## src/rtl/hazard_ctrl.sv

```systemverilog
// hazard_ctrl: stall/flush sequencing, operand forwarding selects,
// NZCV status register and bring-up event counters. Macro: FORWARDING_EN.
module hazard_ctrl #(
    parameter int CNT_W = 16
) (
    input  logic             clk,
    input  logic             reset,
    input  logic             ID_valid,
    input  logic [3:0]       ID_src1,
    input  logic [3:0]       ID_src2,
    input  logic             ID_two_src,
    input  logic [3:0]       EX_src1,
    input  logic [3:0]       EX_src2,
    input  logic [3:0]       EX_dest,
    input  logic             EX_WB_EN,
    input  logic             EX_MEM_R_EN,
    input  logic [3:0]       MEM_dest,
    input  logic             MEM_WB_EN,
    input  logic [3:0]       WB_dest,
    input  logic             WB_WB_EN,
    input  logic             EX_S,
    input  logic [3:0]       EX_status,
    input  logic             Branch_taken,
    output logic             stall,
    output logic             flush,
    output logic [1:0]       sel_src1,
    output logic [1:0]       sel_src2,
    output logic [3:0]       SR,
    output logic [CNT_W-1:0] stall_cnt,
    output logic [CNT_W-1:0] flush_cnt
);

    localparam logic [1:0] RUN   = 2'd0;
    localparam logic [1:0] STALL = 2'd1;
    localparam logic [1:0] FLUSH = 2'd2;

    logic [1:0]       state_q, state_d;
    logic [3:0]       sr_q, sr_d;
    logic [CNT_W-1:0] stall_cnt_q, stall_cnt_d;
    logic [CNT_W-1:0] flush_cnt_q, flush_cnt_d;
    logic             hazard;

    // True when a pending write to dest collides with a checked ID source.
    function automatic logic src_hit(input logic we, input logic [3:0] dest);
        return we && ((dest == ID_src1) ||
                      (ID_two_src && (dest == ID_src2)));
    endfunction

`ifdef FORWARDING_EN
    // Youngest producer wins: MEM before WB.
    function automatic logic [1:0] fwd_sel(input logic [3:0] src);
        if (MEM_WB_EN && (MEM_dest == src))
            return 2'd1;
        else if (WB_WB_EN && (WB_dest == src))
            return 2'd2;
        else
            return 2'd0;
    endfunction

    logic unused_fwd;
    assign unused_fwd = EX_WB_EN;

    // Only a load in EX cannot be bypassed; everything else forwards.
    always_comb begin
        hazard   = ID_valid && src_hit(EX_MEM_R_EN, EX_dest);
        sel_src1 = fwd_sel(EX_src1);
        sel_src2 = fwd_sel(EX_src2);
    end
`else
    logic unused_nofwd;
    assign unused_nofwd = ^{EX_src1, EX_src2, EX_MEM_R_EN};

    // Without bypass paths any in-flight writer blocks the reader.
    always_comb begin
        hazard   = ID_valid && (src_hit(EX_WB_EN, EX_dest) ||
                                src_hit(MEM_WB_EN, MEM_dest) ||
                                src_hit(WB_WB_EN, WB_dest));
        sel_src1 = 2'd0;
        sel_src2 = 2'd0;
    end
`endif

    // The stalled instruction is squashed by a taken branch, so flush wins.
    always_comb begin
        flush = Branch_taken;
        stall = hazard && !Branch_taken;
    end

    // Next state for sequencer, status register and counters.
    always_comb begin
        state_d     = state_q;
        sr_d        = sr_q;
        stall_cnt_d = stall_cnt_q;
        flush_cnt_d = flush_cnt_q;
        if (Branch_taken)
            state_d = FLUSH;
        else if (state_q == FLUSH)
            state_d = RUN;
        else if (stall)
            state_d = STALL;
        else
            state_d = RUN;
        if (EX_S)
            sr_d = EX_status;
        if (stall)
            stall_cnt_d = stall_cnt_q + CNT_W'(1);
        if (Branch_taken && (state_q != FLUSH))
            flush_cnt_d = flush_cnt_q + CNT_W'(1);
    end

    // State registers, cleared asynchronously.
    always_ff @(posedge clk or negedge reset) begin
        if (!reset) begin
            state_q     <= RUN;
            sr_q        <= 4'b0000;
            stall_cnt_q <= '0;
            flush_cnt_q <= '0;
        end else begin
            state_q     <= state_d;
            sr_q        <= sr_d;
            stall_cnt_q <= stall_cnt_d;
            flush_cnt_q <= flush_cnt_d;
        end
    end

    assign SR        = sr_q;
    assign stall_cnt = stall_cnt_q;
    assign flush_cnt = flush_cnt_q;

endmodule

```

## config.mk

```make
export PLATFORM = sky130hd
export DESIGN_NAME = hazard_ctrl
export DESIGN_NICKNAME = d
export VERILOG_FILES = /design/src/rtl/hazard_ctrl.sv
export SDC_FILE = /design/constraint.sdc
export NUM_CORES = 1
export LEC_CHECK = 0
export CORE_MARGIN = 1.5
export CORE_UTILIZATION = 30
export DETAILED_ROUTE_END_ITERATION = 8
export PLACE_DENSITY = 0.7
export SLEW_MARGIN = 25
export SYNTH_ARGS = -nofsm -noshare
export SYNTH_HDL_FRONTEND = slang
export SYNTH_SLANG_ARGS = --single-unit
```

## constraint.sdc

```tcl
create_clock -name clk -period 1.7 [get_ports clk]
set_input_delay 0.425 -clock clk [delete_from_list [all_inputs] [get_ports clk]]
set_output_delay 0.425 -clock clk [all_outputs]
set_load 0.1 [all_outputs]
```

### After elaboration in Yosys (flattened, before gate mapping)

Cells that the tools add are included.

| storage, ports and cells | value |
|---|---|
| bits in registers | 38 |
| input port bits | 42 |
| output and inout port bits | 42 |
| word-level logic and storage cells | 32 |

| cells by class | value |
|---|---|
| add/subtract/negate cells | 2 |
| equality and inequality tests | 8 |
| multiplexer cells | 3 |
| reduce and logical (&&, ||, !) cells | 15 |

Operator list:

| cell | number |
|---|---|
| adder 16 x 1 -> 16 bit, second input constant | 2 |
| == test 4 bit | 6 |
| logical AND 1 bit | 9 |
| logical OR 1 bit | 5 |
| == test 2 bit, second input constant | 1 |
| 2-to-1 mux 1 bit | 2 |
| 2-to-1 mux 2 bit | 1 |
| != test 2 bit, second input constant | 1 |
| logical NOT 1 bit | 1 |

### Depth between registers and ports, before layout

Gate-level depths: netlist of the first run.

| logic depth | value |
|---|---|
| depth after elaboration | 11 |
| gate-level depth with buffers | 7 |
| depth with buffers taken out | 6 |

### Worst setup path after synthesis of the first run

Ideal clock, no wire load.

| timing path | value |
|---|---|
| path kind | input-to-reg |
| start | input ID_src2[1] |
| end | register stall_cnt_q[1], in the netlist stall_cnt[1] |
| setup time | 127 ps |
| arrival time | 3170 ps |
| data required time | 1573 ps |
| path slack | -1596 ps |
| cell stages on the path | 6 |
| path buffers | 0 |
| path through | inv_1 -> a222oi_1 -> nor4b_2 -> nor4_2 -> a21oi_1 -> mux2_2 |

| between the ends | value |
|---|---|
| cells in the longest elaborated chain, start to end | 8 |
| elaborated cells on any way between the ends | 16 |
| those cells by class | eq/ne: 3; reduce/logical: 13 |

RTL lines:

| what | line | source |
|---|---|---|
| from (decl) | 10 | `input logic [3:0] ID_src2,` |
| == test 4 bit | 46 | `(ID_two_src && (dest == ID_src2)));` |
| logical AND 1 bit | 46 |  |
| logical OR 1 bit | 45 | `return we && ((dest == ID_src1) \|\|` |
| logical AND 1 bit | 45 |  |
| logical OR 1 bit | 75 | `hazard = ID_valid && (src_hit(EX_WB_EN, EX_dest) \|\|` |
| logical OR 1 bit (*) | 76 | `src_hit(MEM_WB_EN, MEM_dest) \|\|` |
| logical AND 1 bit (*) | 75 |  |
| logical AND 1 bit (*) | 86 | `stall = hazard && !Branch_taken;` |
| net stall | 24 | `output logic stall,` |
| to (signal assigned) | 121 | `stall_cnt_q <= stall_cnt_d;` |
| to (decl) | 39 | `logic [CNT_W-1:0] stall_cnt_q, stall_cnt_d;` |

Mark *: on every way through the listed nets, which the timed path passes. The rest lies on a longest branch.
A chain may end at the register's enable or synchronous reset.

### Final worst setup path of the first run

| timing path | value |
|---|---|
| start | input MEM_dest[0] |
| end | output stall |

| between the ends | value |
|---|---|
| cells in the longest elaborated chain, start to end | 8 |
| elaborated cells on any way between the ends | 9 |
| those cells by class | eq/ne: 2; reduce/logical: 7 |

RTL lines:

| what | line | source |
|---|---|---|
| from (decl) | 17 | `input logic [3:0] MEM_dest,` |
| == test 4 bit | 46 |  |
| logical AND 1 bit | 46 |  |
| logical OR 1 bit (*) | 45 |  |
| logical AND 1 bit (*) | 45 |  |
| logical OR 1 bit (*) | 75 |  |
| logical OR 1 bit (*) | 76 |  |
| logical AND 1 bit (*) | 75 |  |
| logical AND 1 bit (*) | 86 |  |
| to (decl) | 24 |  |

Every way passes the cells marked *; elsewhere a longest branch is shown, timed or not.

==> results of run 1 <==
==> logic make-up after synthesis <==
| family | Yosys count |
|---|---|
| fa+ha+maj | 2 |
| buf+inv | 14 |
| simple gates | 56 |
| mux | 6 |
| other cells | 1 |
| compound gates | 19 |
| flops | 38 |
| xor+xnor | 51 |
==> worst max-delay path: cells and delay by family <==
| family | cells | cell delay [ns] |
|---|---|---|
| simple gates | 3 | 0.51 |
| buf+inv | 2 | 0.41 |
| xor+xnor | 1 | 0.20 |
| compound gates | 1 | 0.17 |
==> report_power, final <==
group | total (mW) | switching, mW | internal [mW]
sequential | 1.28 | 0.204 | 1.07
clock | 0.951 | 0.325 | 0.626
combinational | 2.01 | 1.26 | 0.758
total | 4.24 | 1.78 | 2.46
==> worst max-delay path by stage <==
| stage | cells after the start | end | slack (ns) |
|---|---|---|---|
| detailed placement | 6 | stall | -1.25 |
| global route | 7 | stall | -0.52 |
| floorplan | 6 | stall_cnt[1] | -0.50 |
| CTS | 6 | stall | -0.43 |
| global placement | 6 | stall | -1.25 |
| finish | 7 | stall | -0.45 |
==> timing repair <==
item | CTS | global route
buffers inserted | 5 | 5
pin swaps | 24 | 33
endpoints found under the setup margin | 19 | 18
hold buffers | 0 | 0
cloned | 0 | 0
resized for setup | 110 | 41
==> cell usage in the layout (no fill, tap or decap), types with 2 or more instances in the layout <==
| master | n |
|---|---|
| buf_12 | 41 |
| buf_4 | 33 |
| xor2_1 | 24 |
| dfrtp_1 | 15 |
| dfrtp_4 | 14 |
| xnor2_1 | 13 |
| nand3_1 | 12 |
| xor2_2 | 11 |
| nand2_1 | 10 |
| dfrtp_2 | 9 |
| buf_6 | 9 |
| nand4_1 | 8 |
| clkdlybuf4s50_1 | 7 |
| clkbuf_8 | 6 |
| nor4_4 | 5 |
| a2111oi_4 | 5 |
| nor2_1 | 5 |
| a211oi_4 | 5 |
| mux2_2 | 5 |
| dlygate4sd2_1 | 5 |
| buf_2 | 5 |
| nand2b_1 | 4 |
| conb_1 | 4 |
| xnor2_2 | 3 |
| inv_1 | 3 |
| and3_1 | 3 |
| a211oi_2 | 3 |
| clkdlybuf4s15_2 | 3 |
| clkbuf_2 | 3 |
| a21oi_4 | 2 |
| and2_1 | 2 |
| and4_1 | 2 |
| ha_1 | 2 |
| bufinv_16 | 2 |
==> synthesized netlist by cell type (4+ instances only) <==
master	n
a211oi_1	8
buf_4	5
dfrtp_1	38
inv_1	5
mux2_2	6
nand2_1	11
nand2b_1	4
nand3_1	13
nand4_1	8
nor2_1	5
nor4_1	5
xnor2_1	16
xor2_1	35
==> stage by stage <==
stage / area [um^2] / setup slack, ns / setup TNS [ns]
after detailed placement: 3490 / -1.25 / -21.98
after CTS: 3890 / -0.434 / -2.66
after floorplan: 2160 / -0.503 / -3.56
after global placement: 3490 / -1.25 / -22.12
after global routing: 4070 / -0.520 / -5.62
final: 4070 / -0.446 / -3.90
==> cell type report <==
class | instances | area (um^2)
clock buffer | 6 | 82.6
timing repair buffer | 108 | 1380
inverter | 5 | 21.3
sequential | 38 | 1010
tap | 80 | 100
clock inverter | 2 | 60.1
multi-input combinational | 138 | 1410
fill | 495 | 2650
==> state kept, by name, summed over array words and instances, names as in the netlist <==
register and cells:
stall_cnt 16, state_q 2, SR 4, flush_cnt 16
==> per-layer routing <==
metal | part of all wire, % | vias up | wire [um]
li1 | - | 849 | -
met1 | 43 | 895 | 2530
met2 | 52 | 31 | 3080
met3 | 3.2 | 7 | 185
met4 | 1.2 | 0 | 68
met5 | 0 | - | 0
==> flow_summary.ini, run 1 <==
[run_status]
status = finished with violations
violations = negative setup slack

[clock_tree]
clkSinkCount = 38
numCtsBuffers = 5
cts_tree = built
clk_latency_ns = 0.29
cts-root-buf = clkbuf_8
clk_pin_slew_ns = 0.07
clockBufferDepth = 2
htreeDepth = 2

[global_route]
grtUsageTotal_pct = 16.4
grt_use_met2_pct = 28.0
grt_overflow = 0
grt_pass1_vias = 1930
met1_usage_pct = 20.7
grt_pass1_wl_mm = 9.40
antenna_found_initial = 0
grt_max_degree = 19
gr-usage-met3_pct = 3.27
busiest_layer = met2

[detailed_routing]
drt_pass1_iterations = 4
vias_per_cell = 4.73
post_drt_wl_per_cell_um = 15.6
wirelength_mm = 5.87
antenna_left = 0
drt_iter0_drc = 66
drcViolationCount = 0
num_vias = 1782

[critical_path]
crit_path_start_kind = primary input
path_cells = clkdlybuf4s15_2 -> xnor2_2 -> nand2_2 -> nor4_4 -> nor4_4 -> a21oi_4 -> buf_12
crit_slowest_cell = nor4_4
endpoint_kind = primary output
crit_arrival_ns = 1.72
setup.worst_path.start = MEM_dest[0]
required_ns = 1.27
worst_r2r_path_depth = 6
crit_top_cell = nor4_4
crit_fanout = 2
rrSetupSlack_ns = -0.07
reg2reg_to = stall_cnt[15]
timing.rr.start = stall_cnt[2]
worstSetupPathType = primary input to primary output
slowest_delay_ns = 0.32

[timing]
clock_skew_ns = 0.00819
fin_ws_ns = -0.446
period_needed_ns = 2.15
finalHoldViolations = 0
fin_hold_ws_ns = 0.0547
finalCritPeriodShare_pct = 126
rsz0062_at_grt = yes
setup_viol = 17
slew_violations = 0
fmax_mhz = 466

[floorplanning]
initial_core_util_pct = 30.7
io_pins = 84
coreArea_um2 = 6720
die_area_um2 = 7370
rows = 30
die_w_um = 85.9
die_y_um = 85.9

[yosys]
synthFlopType = dfrtp_1
seq_area_frac_synth_pct = 46.2
yosysTopAreaCell = dfrtp_1
syn_avg_cell_area_um2 = 11.0
synth_compound_area_share_pct = 8.32
ys_warn_count = 0
yosys-top-cells-area = dfrtp_1 (46%), xor2_1 (15%), xnor2_1 (6.8%)
muxShareOfSynthArea_pct = 3.28
synth-edff-count = 0
syn_area_um2 = 2060
synthArstFlopShare_pct = 100
synthAdderAreaFrac_pct = 1.22
synth.distinct_cells = 32
synthSimpleGateAreaFrac_pct = 15.2
synth_top_area_share_pct = 46.2
synth-xor-area-share_pct = 21.7
synth_seq_cells = 38
synth_top_family_by_area = XOR/XNOR gates
syn_inst = 187

[power]
powerDensity_nw_per_um2 = 1040
leakage_nw = 1.70
peakVddDrop_mv = 0.948
total_power_mw = 4.24

[layout]
area_delta_synth_final_pct = 97.6
post-route-util_pct = 60.6
drive_gt1_share_pct = 58.2
diodes = 0
fin_cells = 377
nets = 340

[job]
maxCapViolations = 0

[place]
port_buffers = 70
dp_cells = 360
gp_congestion = 0.812
hpwl_mm = 4.10

[hold_path]
min_path_type = primary input to async pin
Note: power is estimated with default switching activity, not from simulation.
==> inputs of run 2 (changes only) <==
--- a/config.mk
+++ b/config.mk
@@ -5,10 +5,11 @@
 export SDC_FILE = /design/constraint.sdc
 export NUM_CORES = 1
 export LEC_CHECK = 0
+export CAP_MARGIN = 10
 export CORE_MARGIN = 1.5
 export CORE_UTILIZATION = 30
 export DETAILED_ROUTE_END_ITERATION = 8
-export PLACE_DENSITY = 0.7
+export PLACE_DENSITY = 0.67
 export SLEW_MARGIN = 25
 export SYNTH_ARGS = -nofsm -noshare
 export SYNTH_HDL_FRONTEND = slang
==> constraint.sdc (replaced) <==
create_clock -name clk -period 1.99 [get_ports clk]
set_input_delay 0.4975 -clock clk [delete_from_list [all_inputs] [get_ports clk]]
set_output_delay 0.4975 -clock clk [all_outputs]
set_load 0.1 [all_outputs]
==> run 2 against run 1 <==
  * Critical endpoint unchanged
  * Non-clock buffer count decreased by 18
  * Critical path depth stayed put
  * Sequential share of layout area up 1.4 points
  * Die area did not move
  * Cell count is 4.8% lower
  * Largest cell class unchanged
  * Total power shrank 25%
  * Count of clock-buffer cells in the layout did not move
  * Register-to-register slack better by 0.31 ns
  * Wire length fell by 7.8%
  * Combinational power shrank 21%
  * Utilization shrank 5.7 points
  * The run still ends with negative setup slack left
==> flow_summary.ini, run 2 (synthesis results as in run 1) <==
[timing]
finalCritPeriodShare_pct = 113
setup_viol = 1
fin_ws_ns = -0.267
finalHoldViolations = 0
rsz0062_at_grt = yes
fmax_mhz = 443
fin_hold_ws_ns = 0.242
slew_violations = 0
clock_skew_ns = 0.00519
period_needed_ns = 2.26

[run_status]
violations = negative setup slack
status = finished with violations

[critical_path]
setup.worst_path.start = ID_src2[1]
rrSetupSlack_ns = 0.24
endpoint_kind = primary output
crit_fanout = 2
timing.rr.start = stall_cnt[2]
worstSetupPathType = primary input to primary output
required_ns = 1.49
crit_arrival_ns = 1.76
crit_path_start_kind = primary input

[clock_tree]
clk_latency_ns = 0.29
hold_buffers = 0
clkSinkCount = 38
clockBufferDepth = 2
cts-root-buf = clkbuf_8
cts_tree = built
clk_pin_slew_ns = 0.07
numCtsBuffers = 5
htreeDepth = 2

[power]
peakVddDrop_mv = 0.806
powerDensity_nw_per_um2 = 864
leakage_nw = 1.56

[global_route]
grt_pass1_vias = 1822
grt_max_degree = 39
antenna_found_initial = 0
grtUsageTotal_pct = 15.6
grt_pass1_wl_mm = 8.97
grt_overflow = 0

[detailed_routing]
post_drt_wl_per_cell_um = 15.1
drcViolationCount = 0
antenna_left = 0
vias_per_cell = 4.79
wirelength_mm = 5.41
num_vias = 1718
drt_iter0_drc = 57
drt_pass1_iterations = 4

[layout]
diodes = 0
drive_gt1_share_pct = 50.9
layout_commonest_cell = buf_12
final_cell_mix = buf_12 (37), xor2_1 (25), dfrtp_1 (22)
area_delta_synth_final_pct = 79.0
nFillCells = 545
nets = 322
fin_cells = 359

[place]
dp_cells = 348
hpwl_mm = 3.96
gp_congestion = 0.889
port_buffers = 70

[floorplanning]
die_area_um2 = 7370
initial_core_util_pct = 30.7
coreArea_um2 = 6720
die_y_um = 85.9
io_pins = 84
die_w_um = 85.9
rows = 30

[hold_path]
min_path_type = primary input to async pin

[job]
maxCapViolations = 0
## run 2: changes by cell type in the layout (fill, tap and decap cells not counted), sizes merged
cell           delta
clkinv            +2
clkbuf            +1
clkdlybuf4s15     +2
bufinv            -2
buf              -20
clkdlybuf4s50     +1
dlygate4sd2       -2
## run 2: report_power, final
part	leakage [nW]	switching, mW	internal [mW]	total, mW
logic	1.03	1.02	0.571	1.59
registers	0.477	0.191	0.883	1.07
clock network	0.0450	0.278	0.243	0.521
total	1.56	1.49	1.70	3.18
## run 2: per-stage QoR
| step | utilization (%) | setup WS, ns | area [um^2] | total power [mW] | setup TNS (ns) |
|---|---|---|---|---|---|
| floorplan | - | -0.312 | 2110 | 1.98 | -0.818 |
| global placement | 49.9 | -0.709 | 3350 | 2.62 | -10.99 |
| detailed placement | 49.9 | -0.791 | 3350 | 2.64 | -12.19 |
| CTS | 54.5 | -0.283 | 3660 | 3.21 | -0.305 |
| global route | 54.9 | -0.342 | 3690 | 3.32 | -0.587 |
| finish | 54.9 | -0.267 | 3690 | 3.18 | -0.267 |
## run 2: worst max-delay path, cell delays in order
cell	delay, ns
buf_8	0.10
buf_4	0.15
xor2_2	0.19
nor4_2	0.33
o21ai_2	0.12
a21oi_4	0.19
buf_12	0.19
## run 2: repair_timing
action / 4_1_cts / 5_1_grt
gates resized for setup: 99 / 19
pin swaps: 25 / 14
setup endpoints to repair: 18 / 14
buffers inserted: 2 / 3
## run 2: metal layers
metal	global-route usage [%]	routed length, um
met4	6.60	171
met1	18.6	2180
met5	0	0
met3	3.18	166
met2	27.3	2890
## run 2: area by class of cell
class	instances	area (um^2)	area share (%)
Tap cell	80	100	2.72
Inverter	5	18.8	0.509
Clock buffer	6	72.6	1.97
Clock inverter	2	10.0	0.272
Sequential cell	38	971	26.3
Timing Repair Buffer	90	1170	31.7
Multi-Input combinational cell	138	1340	36.5
## run 2: final timing paths
| check | endpoint | cells past startpoint |
|---|---|---|
| max in group asynchronous | stall_cnt[9] | 2 |
| worst min register to register | SR[2] | 1 |
| min in group clk | SR[2] | 1 |
| worst max register to register | stall_cnt[9] | 5 |
| worst min-delay path | SR[1] | 2 |
| worst max-delay path | stall | 7 |
